==> src/rtl/qsfp_multipage_poller.sv <==
// Sweeps a page table over the I2C master TFR stream and mirrors each read byte into a
// shadow RAM at {page_idx, byte}; pauses into a host command bypass when poll_en drops.
module qsfp_multipage_poller #(
  parameter logic [6:0]             DEV_ADDR   = 7'h50,
  parameter int                     NUM_PAGES  = 5,
  parameter logic [NUM_PAGES*8-1:0] PAGE_LIST  = {8'h21, 8'h20, 8'h03, 8'h02, 8'h00},
  parameter int                     PIDX_W     = 3,
  parameter int                     RX_TIMEOUT = 4096
) (
  input  logic              clk,
  input  logic              reset,
  input  logic              poll_en,
  input  logic [31:0]       delay_cycles,
  output logic [9:0]        cmd_data,
  output logic              cmd_valid,
  input  logic              cmd_ready,
  input  logic [7:0]        rx_data,
  input  logic              rx_valid,
  output logic              rx_ready,
  input  logic [9:0]        csr_cmd_data,
  input  logic              csr_cmd_valid,
  output logic              csr_cmd_ready,
  output logic              shd_wren,
  output logic [PIDX_W+7:0] shd_addr,
  output logic [7:0]        shd_wdata,
  output logic              fsm_paused,
  output logic              sweep_done,
  output logic [15:0]       sweep_count,
  output logic              err_timeout
);

  localparam int TO_W = $clog2(RX_TIMEOUT + 1);
  localparam logic [PIDX_W-1:0] LAST_PIDX = PIDX_W'(NUM_PAGES - 1);

  typedef enum logic [3:0] {
    IDLE, PG_CTRL, PG_REG, PG_SEL, DELAY, AD_CTRL, AD_REG,
    RD_CTRL, RD_CMD, RD_WAIT, TO_STOP, NEXT, PAUSED
  } state_t;

  state_t            state, state_nxt, ret, ret_nxt;
  logic [PIDX_W-1:0] pidx, pidx_nxt;
  logic [8:0]        byte_cnt, byte_nxt;
  logic [31:0]       dly, dly_nxt;
  logic [TO_W-1:0]   to_cnt;
  logic [9:0]        cmd_data_r;
  logic              cmd_valid_r;
  logic              poll_q;
  logic              done_nxt, err_set, hs, paused;

  function automatic logic is_send(state_t s);
    return (s == PG_CTRL) || (s == PG_REG) || (s == PG_SEL) || (s == AD_CTRL) ||
           (s == AD_REG) || (s == RD_CTRL) || (s == RD_CMD) || (s == TO_STOP);
  endfunction

  // Word for the command issued in state s, evaluated with the page/byte it will use.
  function automatic logic [9:0] cmd_word(state_t s, logic [PIDX_W-1:0] p, logic [8:0] b);
    logic [9:0] w;
    w = 10'h000;
    case (s)
      PG_CTRL, AD_CTRL: w = {2'b10, DEV_ADDR, 1'b0};
      PG_REG:           w = 10'h07F;
      PG_SEL:           w = {2'b01, PAGE_LIST[{p, 3'b000} +: 8]};
      AD_REG:           w = {2'b00, (p == '0) ? 8'h00 : 8'h80};
      RD_CTRL:          w = {2'b10, DEV_ADDR, 1'b1};
      RD_CMD:           w = (b == 9'd255) ? 10'h100 : 10'h000;
      TO_STOP:          w = 10'h100;
      default:          w = 10'h000;
    endcase
    return w;
  endfunction

  assign paused        = (state == PAUSED);
  assign fsm_paused    = paused;
  assign hs            = cmd_valid_r & cmd_ready;
  assign cmd_valid     = paused ? csr_cmd_valid : cmd_valid_r;
  assign cmd_data      = paused ? csr_cmd_data : cmd_data_r;
  assign csr_cmd_ready = paused & cmd_ready;
  assign rx_ready      = (state == RD_WAIT);

  always_comb begin
    state_nxt = state;
    ret_nxt   = ret;
    pidx_nxt  = pidx;
    byte_nxt  = byte_cnt;
    dly_nxt   = dly;
    done_nxt  = 1'b0;
    err_set   = 1'b0;
    case (state)
      IDLE:    state_nxt = poll_en ? PG_CTRL : PAUSED;
      PG_CTRL: if (hs) state_nxt = PG_REG;
      PG_REG:  if (hs) state_nxt = PG_SEL;
      PG_SEL: if (hs) begin
        state_nxt = DELAY;
        dly_nxt   = delay_cycles;
        ret_nxt   = AD_CTRL;
      end
      DELAY: begin
        if (dly == 32'd0) state_nxt = ret;
        else              dly_nxt   = dly - 32'd1;
      end
      AD_CTRL: begin
        byte_nxt = (pidx == '0) ? 9'd0 : 9'd128;
        if (hs) state_nxt = AD_REG;
      end
      AD_REG:  if (hs) state_nxt = RD_CTRL;
      RD_CTRL: if (hs) state_nxt = RD_CMD;
      RD_CMD:  if (hs) state_nxt = RD_WAIT;
      // A byte arriving on the timeout cycle still counts.
      RD_WAIT: begin
        if (rx_valid) begin
          if (byte_cnt == 9'd255) begin
            state_nxt = NEXT;
          end else begin
            byte_nxt  = byte_cnt + 9'd1;
            state_nxt = RD_CMD;
          end
        end else if (to_cnt == TO_W'(RX_TIMEOUT - 1)) begin
          err_set   = 1'b1;
          state_nxt = TO_STOP;
        end
      end
      TO_STOP: if (hs) begin
        state_nxt = DELAY;
        dly_nxt   = delay_cycles;
        ret_nxt   = PG_CTRL;
      end
      NEXT: begin
        if (pidx == LAST_PIDX) begin
          pidx_nxt = '0;
          done_nxt = 1'b1;
        end else begin
          pidx_nxt = pidx + 1'b1;
        end
        if (!poll_en) begin
          state_nxt = PAUSED;
        end else begin
          state_nxt = DELAY;
          dly_nxt   = delay_cycles;
          ret_nxt   = PG_CTRL;
        end
      end
      // Only reachable with poll_en low, so a level test here is a rising edge.
      PAUSED: if (poll_en && !csr_cmd_valid) begin
        pidx_nxt  = '0;
        state_nxt = PG_CTRL;
      end
      default: state_nxt = IDLE;
    endcase
  end

  always_ff @(posedge clk or posedge reset) begin
    if (reset) begin
      state       <= IDLE;
      ret         <= IDLE;
      pidx        <= '0;
      byte_cnt    <= '0;
      dly         <= '0;
      to_cnt      <= '0;
      cmd_valid_r <= 1'b0;
      cmd_data_r  <= '0;
      shd_wren    <= 1'b0;
      shd_addr    <= '0;
      shd_wdata   <= '0;
      sweep_done  <= 1'b0;
      sweep_count <= '0;
      err_timeout <= 1'b0;
      poll_q      <= 1'b0;
    end else begin
      state      <= state_nxt;
      ret        <= ret_nxt;
      pidx       <= pidx_nxt;
      byte_cnt   <= byte_nxt;
      dly        <= dly_nxt;
      to_cnt     <= (state == RD_WAIT) ? to_cnt + 1'b1 : '0;
      poll_q     <= poll_en;
      sweep_done <= done_nxt;
      if (done_nxt) sweep_count <= sweep_count + 16'd1;
      if (err_set)                   err_timeout <= 1'b1;
      else if (poll_en && !poll_q)   err_timeout <= 1'b0;
      // Next command is staged in the same cycle the previous one is accepted.
      if (!cmd_valid_r || cmd_ready) begin
        cmd_valid_r <= is_send(state_nxt);
        cmd_data_r  <= is_send(state_nxt) ? cmd_word(state_nxt, pidx_nxt, byte_nxt) : 10'h000;
      end
      shd_wren <= (state == RD_WAIT) && rx_valid;
      if ((state == RD_WAIT) && rx_valid) begin
        shd_addr  <= {pidx, byte_cnt[7:0]};
        shd_wdata <= rx_data;
      end
    end
  end

endmodule

==> config.mk <==
export PLATFORM = sky130hd
export DESIGN_NAME = qsfp_multipage_poller
export DESIGN_NICKNAME = d
export VERILOG_FILES = /design/src/rtl/qsfp_multipage_poller.sv
export SDC_FILE = /design/constraint.sdc
export NUM_CORES = 1
export LEC_CHECK = 0
export CORE_MARGIN = 1.5
export CORE_UTILIZATION = 43
export CTS_BUF_LIST = sky130_fd_sc_hd__clkbuf_4 sky130_fd_sc_hd__clkbuf_8
export CTS_CLUSTER_SIZE = 16
export DETAILED_ROUTE_END_ITERATION = 12
export GPL_TIMING_DRIVEN = 0
export PLACE_DENSITY = 0.74
export SLEW_MARGIN = 20
export SYNTH_ARGS = -nofsm -noshare
export SYNTH_HDL_FRONTEND = slang
export SYNTH_SLANG_ARGS = --single-unit
export TNS_END_PERCENT = 100
==> constraint.sdc <==
create_clock -name clk -period 5.51 [get_ports clk]
set_clock_uncertainty 0.05 [all_clocks]
set_input_delay 1.3775 -clock clk [delete_from_list [all_inputs] [get_ports clk]]
set_output_delay 1.3775 -clock clk [all_outputs]
set_load 0.02 [all_outputs]
==> results.tsv, run 1 <==
stage	metric	value	unit
global_routing	maximum number of pins on one net before global-route repair	80	
clock_tree	CTS tree	done	
pwr	Tot Pwr	3.56	mW
min_path	hold path cells	1	
timing	RSZ-0062 raised after global routing	no	
place	Port Buffers	107	
min_path	Hold EP	sweep_count[15]	
logic_synthesis	Mapped Nets	707	
critical_path	worst-path fanout max	10	
timing	final worst slack	1190	ps
logic_synthesis	Async S/R FF share, synth	1.00	
route	final wirelength	15600	um
critical_path	crit-path cells	buf_2, nor4bb_1, clkbuf_1, clkbuf_1, mux2_2, clkdlybuf4s50_1	
min_path	Worst Hold Class	reg2reg	
clock_tree	CTS Buffer Depth	2	
place	GP Congestion	0.886	
clock_tree	Root Buffer	clkbuf_8	
global_routing	Total GRT Usage	0.218	
logic_synthesis	Post-synth top flop	dfrtp_1	
critical_path	Critical Path RT	4080	ps
place	Post-DP Area	0.00736	mm2
pwr	Peak VDD IR	0.000197	V
critical_path	Reg-to-Reg End	dly[17]	
cells_and_area	Layout fillers	1242	
clock_tree	post_cts resized	0	
floorplanning	height of the chip	121	um
critical_path	CP Data Arrival Time	2890	ps
cells_and_area	final instance area	0.00755	mm2
route	Vias per Instance	5.68	
place	dpl ws	1250	ps
logic_synthesis	sequential fraction of the synthesis area	0.457	
place	post-placement cell count	930	
route	DRT Pass-1 Iters	5	
floorplanning	die area	0.0147	mm2
critical_path	R2R depth	8	
timing	worst hold margin	433	ps
timing	max_slew headroom	0.412	
timing	minimum clock period	4320	ps
clock_tree	clock latency on the worst-skew pair	390	ps
clock_tree	setup bufs post-CTS	0	
critical_path	Max stage delay on crit path	540	ps
cells_and_area	antenna cells	0	
run	Max Cap Viol	0	
critical_path	startpoint class of the critical path	register	
timing	final hold violations	0	
global_routing	final global-route overflow total	0	
timing	fin. max-slew vios	0	
floorplanning	Core Box Area	0.0138	mm2
cells_and_area	Final Instance Count excl. Fillers	946	
critical_path	r2r startpoint	state[3]	
logic_synthesis	Post-Syn Instances	642	
floorplanning	Initial Utilization	0.438	
timing	total negative slack	0	ps
timing	f_max	231	MHz
pwr	PwrDens	471	mW/mm2
route	Starting DRT DRC Count	392	
logic_synthesis	register bit total from synthesis	110	
route	antenna-violating nets left	0	
critical_path	Crit path top cell by count	clkbuf_1	
route	wire per inst	16.5	um
timing	Tcrit/Tclk final	0.784	
global_routing	initial antenna violation count	0	
floorplanning	I/O pins	108	
logic_synthesis	Cell variety after synth	73	
critical_path	r2r setup slk	2610	ps
floorplanning	die width	121	um
clock_tree	CTS clk-pin slew, worst paths	110	ps
place	dpl hpwl	11200	um
outcome	status	finished, final reports clean	
clock_tree	Sink Count	110	
cells_and_area	nets@finish	826	
critical_path	CP Class	reg2out	
cells_and_area	layout cell share with drive strength beyond 1	0.0992	
global_routing	vias in the first global route	5289	
logic_synthesis	Avg Inst Size Synth	9.39	um2
logic_synthesis	synthesized area	0.00603	mm2
clock_tree	H-tree depth reported by CTS	3	
logic_synthesis	number of synthesized flops with an enable pin	0	
clock_tree	Num CTS Buffers	9	
cells_and_area	post-layout util	0.548	
critical_path	Critical Path Sink Type	primary output	
cells_and_area	area grow syn2layout	25.3	%
critical_path	Worst path slowest cell	clkdlybuf4s50_1	
timing	endpoints failing setup	0	
logic_synthesis	warnings from Yosys	0	
route	drt drc	0	
floorplanning	cell row count	43	
pwr	Lkg Pwr	3.12	nW
clock_tree	# hold bufs at CTS	0	
global_routing	first-pass GRT wire length	25300	um
min_path	start point of the worst hold path	sweep_count[15]	
route	Via Count	5378	
timing	Tightest Pin Transition	873	ps
## layer usage
layer,vias to the layer above,global-route usage,share of wire
met1,2599,0.280,0.43
met5,-,0,0
li1,2552,-,-
met2,201,0.359,0.49
met4,0,0.100,0.023
met3,26,0.0348,0.055
## how the worst max path moves through the flow
stage	cells past startpoint	end	slack, ps	start
global route	6	cmd_data[5]	980	state[3]
global placement	2	cmd_data_r[5]	-430	reset
CTS	6	cmd_data[5]	1150	state[3]
floorplan	1	byte_cnt[0]	1180	reset
finish	6	cmd_data[5]	1190	state[3]
detailed placement	9	dly[1]	1250	cmd_ready
## flip-flops by register name (all words and copies together) (netlist names)
signal	cells
byte_cnt	9
pidx	3
ret	2
to_cnt	13
shd_wren	1
shd_addr	11
dly	32
poll_q	1
cmd_valid_r	1
shd_wdata	8
state	4
err_timeout	1
sweep_done	1
cmd_data_r	7
sweep_count	16
## cell type report
class | instances | area [um2] | share of cell area
Sequential cell | 110 | 2750 | 0.365
Clock inverter | 6 | 56.3 | 0.00746
Buffer | 33 | 144 | 0.0191
Tap cell | 180 | 225 | 0.0298
Inverter | 20 | 81.3 | 0.0108
Timing Repair Buffer | 108 | 1100 | 0.146
Multi-Input combinational cell | 479 | 3050 | 0.405
Clock buffer | 10 | 138 | 0.0182
## critical path: cells and delay by family (launching register included)
family	cells	cell delay [ps]
buffers and inverters	4	1490
flip-flops	1	390
AND/OR/NAND/NOR	1	220
multiplexers	1	390
## synthesized netlist by cell type (3+ instances only)
cell,number,area share
a211oi_1,3,0.0037
a21oi_1,42,0.035
a22o_1,3,0.0044
a22oi_1,9,0.011
a31oi_1,5,0.0052
a32o_1,3,0.0050
and2_1,6,0.0062
and3_1,6,0.0062
buf_2,10,0.0083
clkbuf_1,20,0.012
dfrtp_1,110,0.46
ha_1,9,0.019
inv_1,18,0.011
mux2_2,26,0.049
mux2i_1,6,0.010
nand2_1,58,0.036
nand2b_1,11,0.011
nand3_1,16,0.013
nand3b_1,3,0.0037
nand4_1,15,0.016
nand4bb_1,3,0.0056
nor2_1,64,0.040
nor2b_1,3,0.0031
nor3_1,20,0.017
nor3b_1,4,0.0050
nor4_1,10,0.010
o21a_1,3,0.0037
o21ai_0,38,0.032
o21ai_1,25,0.021
o31a_1,4,0.0058
o32ai_1,5,0.0073
or2_2,5,0.0052
or3_1,4,0.0042
xnor2_1,13,0.019
xor2_1,12,0.017
## power breakdown
| part | switching, mW | leakage (nW) | internal, mW | total (mW) |
|---|---|---|---|---|
| Clock | 0.311 | 0.0936 | 0.185 | 0.496 |
| Combinational | 1.02 | 1.58 | 0.741 | 1.76 |
| Sequential | 0.239 | 1.44 | 1.06 | 1.30 |
## kinds of logic after synthesis
| logic type | after synthesis | synth area share |
|---|---|---|
| multiplexers | 33 | 0.0610 |
| buffers and inverters | 53 | 0.0365 |
| XOR/XNOR | 25 | 0.0363 |
| AO/OA/AOI/OAI | 168 | 0.177 |
| flip-flops | 110 | 0.457 |
| adder cells (fa/ha/maj) | 10 | 0.0203 |
| AND/OR/NAND/NOR | 243 | 0.212 |
## cell usage in the layout (no fill, tap or decap), types with 9 or more instances in the layout
cell and instances:
dfrtp_1 110, clkdlybuf4s50_1 107, nor2_1 64, nand2_1 58
a21oi_1 42, o21ai_0 38, mux2_2 26, o21ai_1 25
clkbuf_1 20, nor3_1 20, inv_1 17, nand3_1 16
nand4_1 15, xnor2_1 13, xor2_1 12, nand2b_1 11
buf_2 10, nor4_1 10, clkbuf_8 10, a22oi_1 9
ha_1 9
(Power assumes the default switching activity.)
==> run 2: changes to the inputs <==
Settings changed: PLACE_DENSITY 0.74 to 0.77.
Clock period 5.51 ns to 3.7 ns, I/O delays scaled along.
==> run 2 against run 1 <==
Compared with the run above:
- global-route usage shrank 0.33 points
- sequential power grew 48%
- setup slack got worse by 1000 ps
- critical endpoint unchanged
- largest cell class unchanged
==> results.tsv, run 2 (synthesized netlist as in run 1, its figures left out) <==
stage	metric	value	unit	change
outcome	status	finished, final reports clean		unchanged
place	post-placement cell count	933		was 930
floorplanning	cell row count	43		unchanged
cells_and_area	post-layout util	0.558		was 0.548
critical_path	r2r startpoint	dly[0]		was state[3]
cells_and_area	most frequent cells in the layout	dfrtp_1 (110), clkdlybuf4s50_1 (107), nor2_1 (64)		unchanged
place	dpl hpwl	10900	um	was 11200 um
critical_path	crit-path leading delay family	buffers and inverters		unchanged
timing	Tightest Pin Transition	850	ps	was 873 ps
critical_path	CP Data Arrival Time	2570	ps	was 2890 ps
cells_and_area	max reg flops	32		unchanged
global_routing	first-pass GRT wire length	25000	um	was 25300 um
route	Starting DRT DRC Count	448		was 392
clock_tree	Num CTS Buffers	9		unchanged
floorplanning	die width	121	um	unchanged
timing	final hold violations	0		unchanged
timing	fin. max-slew vios	0		unchanged
pwr	Peak VDD IR	0.000409	V	was 0.000197 V
critical_path	Worst path slowest cell	clkdlybuf4s50_1		unchanged
critical_path	Critical Path RT	2720	ps	was 4080 ps
critical_path	worst path bufs/invs	4		unchanged
cells_and_area	area grow syn2layout	27.5	%	was 25.3%
pwr	Switching Fraction	0.423		was 0.441
pwr	Comb power frac	0.480		was 0.495
clock_tree	CTS tree	done		unchanged
global_routing	Total GRT Usage	0.214		was 0.218
min_path	start point of the worst hold path	sweep_count[15]		unchanged
critical_path	startpoint class of the critical path	register		unchanged
cells_and_area	nets@finish	829		was 826
timing	minimum clock period	3540	ps	
cells_and_area	largest reg by FF count	dly		unchanged
clock_tree	# hold bufs at CTS	0		unchanged
global_routing	vias in the first global route	5119		was 5289
timing	endpoints failing setup	0		unchanged
cells_and_area	final instance area	0.00768	mm2	was 0.00755 mm2
route	DRT Pass-1 Iters	5		unchanged
timing	Tcrit/Tclk final	0.958		
route	drt drc	0		unchanged
min_path	Worst Hold Class	reg2reg		unchanged
floorplanning	I/O pins	108		unchanged
route	final wirelength	15200	um	was 15600 um
pwr	PwrDens	715	mW/mm2	was 471 mW/mm2
critical_path	CP Class	reg2out		unchanged
timing	max_slew headroom	0.428		was 0.412
place	Port Buffers	107		unchanged
cells_and_area	commonest non-fill, non-tap cell in the layout	dfrtp_1		unchanged
critical_path	Crit path top cell by count	clkbuf_4		was clkbuf_1
clock_tree	CTS clk-pin slew, worst paths	100	ps	was 110 ps
critical_path	Max stage delay on crit path	540	ps	about the same
route	Vias per Instance	5.62		was 5.68
route	wire per inst	16.0	um	was 16.5 um
clock_tree	clock latency on the worst-skew pair	410	ps	was 390 ps
timing	total negative slack	0	ps	unchanged
global_routing	GR Util met1	0.290		was 0.280
global_routing	busiest metal layer after global routing	met2		unchanged
clock_tree	Sink Count	110		unchanged
clock_tree	Root Buffer	clkbuf_8		unchanged
place	GP Congestion	0.891		was 0.886
critical_path	Critical Path Sink Type	primary output		unchanged
pwr	Pint	3.17	mW	was 1.99 mW
global_routing	maximum number of pins on one net before global-route repair	33		was 80
route	antenna-violating nets left	0		unchanged
pwr	clock share of power	0.168		was 0.139
critical_path	worst-path fanout max	10		unchanged
cells_and_area	layout cell share with drive strength beyond 1	0.105		was 0.0992
floorplanning	Initial Utilization	0.438		unchanged
global_routing	met2 Resource Use GR	0.334		was 0.359
place	Post-DP Area	0.00742	mm2	was 0.00736 mm2
cells_and_area	Top Registers	dly x32, sweep_count x16, to_cnt x13		unchanged
pwr	net switching power	2.32	mW	was 1.57 mW
cells_and_area	Final Instance Count excl. Fillers	949		was 946
critical_path	Crit. Startpoint	state[3]		unchanged
clock_tree	CTS Buffer Depth	2		unchanged
floorplanning	die area	0.0147	mm2	unchanged
pwr	register share of total power	0.352		was 0.365
pwr	Lkg Pwr	3.18	nW	was 3.12 nW
floorplanning	height of the chip	121	um	unchanged
cells_and_area	Layout fillers	1254		was 1242
clock_tree	setup bufs post-CTS	0		unchanged
pwr	Tot Pwr	5.49	mW	was 3.56 mW
run	Max Cap Viol	0		unchanged
global_routing	final global-route overflow total	0		unchanged
route	Via Count	5336		was 5378
floorplanning	Core Box Area	0.0138	mm2	unchanged
global_routing	initial antenna violation count	0		unchanged
cells_and_area	antenna cells	0		unchanged
timing	f_max	282	MHz	
global_routing	met3 usage	0.0526		was 0.0348
clock_tree	H-tree depth reported by CTS	3		unchanged
critical_path	crit-path cells	buf_2, nor4bb_1, clkbuf_4, clkbuf_4, mux2_2, clkdlybuf4s50_1		was buf_2, nor4bb_1, clkbuf_1, clkbuf_1, mux2_2, clkdlybuf4s50_1
==> run 2: changes by cell type in the layout (fill, tap and decap cells not counted), sizes merged <==
cell    change
inv         -2
clkinv      -1
bufinv      +3
buf         +3
==> run 2: power groups by stage <==
stage          Sequential [mW]  Combinational, mW  Clock (mW)
3_5_place_dp              1.95               2.61           0
4_1_cts                   1.93               2.62       0.945
6_report                  1.93               2.64       0.925
3_3_place_gp              1.93               2.56           0
2_1_floorplan             1.99               1.66           0
5_1_grt                   2.00               2.88       0.999
==> run 2: worst paths after layout <==
check	endpoint	slack [ps]	depth (start not counted)
worst max-delay path	cmd_data[5]	160	6
worst min-delay path	sweep_count[15]	440	1
worst max register to register	cmd_data_r[8]	760	10
worst min register to register	sweep_count[15]	440	1
max in group asynchronous	byte_cnt[7]	2150	4
min in group asynchronous	dly[11]	790	2
==> run 2: cell type report <==
class	count	area, um2	area share
flip-flops and latches	110	2750	0.358
inverters	20	80.1	0.0104
repair buffers	111	1170	0.152
well taps	180	225	0.0293
clock inverters	6	118	0.0153
multi-input cells	479	3050	0.397
clock buffers	10	138	0.0179
plain buffers	33	151	0.0197
==> run 2: layer usage <==
metal	wire, um	share of wire	up-vias
li1	-	-	2566
met1	6910	0.45	2544
met2	6990	0.46	195
met3	1030	0.068	31
met4	296	0.019	0
met5	0	0	-
==> run 2: metrics by stage <==
step | hold slack [ps] | worst slack (ps)
6_report | 436 | 156
3_5_place_dp | 407 | -73.0
3_3_place_gp | 406 | -56.9
2_1_floorplan | 389 | 883
5_1_grt | 453 | -34.9
4_1_cts | 439 | 38.2
==> run 2: what timing repair did <==
action	CTS	global route
pin swaps	0	0
gates resized for setup	2	4
endpoints found under the setup margin	10	4
==> run 2: worst reg2reg max path: stages (launching register included) <==
cell and delay [ps]:
dfrtp_1 410, inv_1 100, ha_1 210, or4b_4 520
nand2b_4 160, buf_6 140, nand4bb_1 280, o21a_1 270
nand3b_1 260, o31a_1 340, o31ai_1 70
==> patch 1, RTL diff (settings of run 2) <==
One comparison of `byte_cnt` changes from == to >=.
--- a/src/rtl/qsfp_multipage_poller.sv
+++ b/src/rtl/qsfp_multipage_poller.sv
@@ -108,7 +108,7 @@
       // A byte arriving on the timeout cycle still counts.
       RD_WAIT: begin
         if (rx_valid) begin
-          if (byte_cnt == 9'd255) begin
+          if (byte_cnt >= 9'd255) begin
             state_nxt = NEXT;
           end else begin
             byte_nxt  = byte_cnt + 9'd1;
Formal check against the unedited RTL: no difference found for any inputs over 10 cycles, from zero or initial values and one cycle with reset high; that may be too few to reach the edited logic, so the function may still have changed.
==> patch 1 against run 2 <==
- worst setup slack got worse by 32 ps
- power fell by 8.5%
- synthesized cell count rose by 0.62%
- routed wire length is 2.4% higher
- area after synthesis is 0.87% lower
- sequential cell count unchanged
- clock power fell by 15%
- first-iteration DRC count up 7.1%
- final area fell by 1.1%
- critical path type unchanged
==> patch 1: results (changes against run 2) <==
All-Layer GR Usage=22.0% (+0.56 points); Clock Latency Late Sink=380 ps (-30 ps); register area share after synthesis=46.1% (+0.40 points); CP top delay family=buffers and inverters; Final non-clock buffer share=17.1% (-0.022 points); multi-input gates=480 (+0.21%); Sw Ratio=41.8% (-0.52 points); Worst path slowest cell=clkdlybuf4s50_1; leakage=3.17 nW (-0.49%); YS warnings=0 (unchanged); Layout Nets=837 (+0.97%); First DRT Iteration DRCs=480 (+7.1%); largest net degree at the start of global routing=34 (+3.0%); fillcell total=1171 (-6.6%); Worst Max-Slew Pin Slew=957 ps (+107 ps); top post-synthesis cells by count=dfrtp_1, nand2_1, a21oi_1, nor2_1, o21ai_0; DP Cell Count=932 (-0.11%); Vias/cell=5.76 (+2.4%); outcome=completed; largest cells by area after synthesis=dfrtp_1, a21oi_1, mux2_2, nand2_1, o21ai_0; R2R Path Start=byte_cnt[2]; Non-clk invs=23 (+15%); Async SR Flop Fraction=100% (unchanged); hold crit path type=reg -> reg; Clock buffers and inverters, area share=2.80% (-0.52 points); first-pass GRT wire length=25900 um (+3.4%); vias=5475 (+2.6%); vias in the first global route=5382 (+5.1%); worst setup path end=cmd_data[7]; drt wl/cell=16.4 um (+2.2%); Worst R2R Path Depth=12 (+2); first-pass iteration count of the detailed router=5 (unchanged); Worst-path clk slew=100 ps (about the same); share of cells above drive strength 1=9.03% (-1.5 points); initial antenna violation count=0 (unchanged); count of non-CTS buffers in the layout=146 (+1.4%); ANT cells=0 (unchanged); CP Launch Point=state[0]; multi-input logic portion of the cell area=39.8% (about the same); Cells after Synth=646 (+0.62%); sequential cell area share=36.2% (+0.40 points); Clock Root Buffer=clkbuf_8; Worst Hold End=sweep_count[15]; hpwl dp=11400 um (+5.0%); DRC=0 (unchanged); CP Launch Type=flop; Hold Slack=443 ps (+6.67 ps); data arrival time of the critical path=2600 ps (+30 ps); buffers added on ports=107 (unchanged); Max Fanout on Critical Path=10 (unchanged); R2R Setup Slk=220 ps (-540 ps); worst ir drop on vdd=0.364 mV (-11%); GPL Wtd Cong=0.905 (+1.7%); Unique masters post-synth=69 (-5.5%); syn_nets=713 (+0.85%)
[patch 1: cell count changes after synthesis, moves of 9 or more]
| cell | before | now |
|---|---|---|
| clkbuf_1 | 20 | 30 |
| a21oi_1 | 42 | 62 |
| nand3_1 | 16 | 25 |
| buf_2 | 10 | 1 |
| o21ai_1 | 25 | 0 |
| nor2_1 | 64 | 50 |
[patch 1: metal layers]
layer | global-route usage [%] | share of wire (%)
met5 | 0 | 0
met4 | 9.41 | 2.1
met3 | 2.58 | 5.5
met2 | 34.7 | 47
met1 | 30.7 | 46
[patch 1: stage by stage]
stage | total power [mW] | util (%) | area (sq um) | setup WS [ps] | setup TNS, ps
3_5_place_dp | 4.16 | 54.8 | 7340 | -368 | -1320
6_report | 5.03 | 56.7 | 7600 | 124 | 0
4_1_cts | 4.97 | 56.4 | 7560 | 23.4 | 0
5_1_grt | 5.36 | 56.7 | 7600 | 7.75 | 0
2_1_floorplan | 3.34 | - | 5980 | 527 | 0
3_3_place_gp | 4.07 | 54.2 | 7270 | -315 | -1390
[patch 1: kinds of logic after synthesis]
group                    Yosys count  share of synthesized area [%]
AND/OR/NAND/NOR                  241                           20.9
AO/OA/AOI/OAI                    174                           17.9
buffers and inverters             56                           3.66
multiplexers                      31                           5.72
adder cells (fa/ha/maj)           11                           2.30
flip-flops                       110                           46.1
XOR/XNOR                          23                           3.37
[patch 1: timing repair]
action,4_1_cts,5_1_grt
pin swaps,0,1
buffers inserted,0,3
gates resized for setup,3,7
setup endpoints to repair,13,9
[patch 1: power by group through the flow]
stage,clock [mW],sequential (mW),combinational (mW)
floorplan,0,1.95,1.39
global placement,0,1.91,2.16
detailed placement,0,1.94,2.22
CTS,0.803,1.92,2.25
global route,0.856,1.99,2.52
finish,0.788,1.93,2.31
==> patch 2, RTL diff (flow settings as in run 2) <==
Without the edit above. Set the parameter `PIDX_W` to 2 (it was 3).
--- a/src/rtl/qsfp_multipage_poller.sv
+++ b/src/rtl/qsfp_multipage_poller.sv
@@ -4,7 +4,7 @@
   parameter logic [6:0]             DEV_ADDR   = 7'h50,
   parameter int                     NUM_PAGES  = 5,
   parameter logic [NUM_PAGES*8-1:0] PAGE_LIST  = {8'h21, 8'h20, 8'h03, 8'h02, 8'h00},
-  parameter int                     PIDX_W     = 3,
+  parameter int                     PIDX_W     = 2,
   parameter int                     RX_TIMEOUT = 4096
 ) (
   input  logic              clk,
Interface: changed (resized shd_addr); port bits go from 108 to 107. No check against the original RTL was run, so the function may have changed too.
==> patch 2 against run 2 <==
- sequential share of layout area grew 0.90 points
- sequential cell count shrank 2
- power fell by 15%
- non-clock buffer count shrank 2
- routed wire length shrank 0.33%
- area after synthesis decreased by 3.1%
- highest routed layer unchanged
- critical path type unchanged
- sequential power fell by 3%
- fmax decreased by 1.5%
- final area is 4.2% lower
- worst setup slack worse by 55 ps
==> patch 2: results (changes against run 2) <==
post-synthesis mux area share=5.53% (-0.57 points); hpwl dp=11100 um (+1.9%); outcome=completed; All-Layer GR Usage=21.7% (+0.26 points); final instance area=7360 sq um (-4.2%); vias=5357 (+0.39%); wl on met1=6620 um (-4.2%); Synth Area in XOR/XNOR=3.90% (+0.27 points); met3 wire length=881 um (-15%); GR Util met1=28.4% (-0.66 points); met3 usage=2.66% (-2.6 points); First DRT Iteration DRCs=322 (-28%); met2 usage=37.0% (+3.6 points); fillcell total=1212 (-3.3%); P_sw=2.00 mW (-14%); Post-Place Setup Slack=83.2 ps (+156 ps); Clock Latency Late Sink=390 ps (-20 ps); Unique masters post-synth=59 (-19%); leakage=3.10 nW (-2.5%); Layout Nets=824 (-0.60%); drt wl/cell=16.2 um (+0.73%); WL final=15200 um (-0.33%); met2 wire len=7440 um (+6.5%); vias in the first global route=5231 (+2.2%); worst ir drop on vdd=0.290 mV (-29%); Post-Place Cell Area=7180 sq um (-3.3%); Synth Area in Adders=2.14% (+0.11 points); largest cells by area after synthesis=dfrtp_1, mux2_2, nand2_1, nor2_1, a21oi_1; post-cts resize count=3 (+1); Cells after Synth=641 (-0.16%); register area share after synthesis=46.3% (+0.62 points); top post-synthesis cells by count=dfrtp_1, nand2_1, nor2_1, a21oi_1, o21ai_0; Worst slew margin=35.9% (-6.9 points); GPL Wtd Cong=0.935 (+5.0%); first-pass GRT wire length=25200 um (+0.66%); DP Cell Count=925 (-0.86%); largest net degree at the start of global routing=37 (+12%); data arrival time of the critical path=2620 ps (+50 ps)
[patch 2: power by group through the flow]
stage	Sequential, mW	Combinational, mW	Clock [mW]
6_report	1.87	2.15	0.676
5_1_grt	1.92	2.37	0.736
4_1_cts	1.85	2.13	0.691
3_5_place_dp	1.87	2.13	0
3_3_place_gp	1.84	2.07	0
2_1_floorplan	1.89	1.34	0
[patch 2: final cells by class]
class                           count  share of cell area (%)
Multi-Input combinational cell    478                    39.6
Inverter                           19                    1.02
Tap cell                          176                    2.99
Sequential cell                   108                    36.7
Clock inverter                      6                   0.561
Clock buffer                       10                    1.78
Timing Repair Buffer              108                    15.3
Buffer                             34                    2.07
[patch 2: worst paths after layout]
check,start,end,depth (start not counted),slack (ps)
hold reg to reg,sweep_count[15],sweep_count[15],1,430
min in group asynchronous,reset,dly[6],2,880
hold / removal,sweep_count[15],sweep_count[15],1,430
max in group asynchronous,reset,sweep_count[2],4,1990
setup reg to reg,state[2],cmd_data_r[8],10,270
setup / recovery,state[0],cmd_data[5],6,100
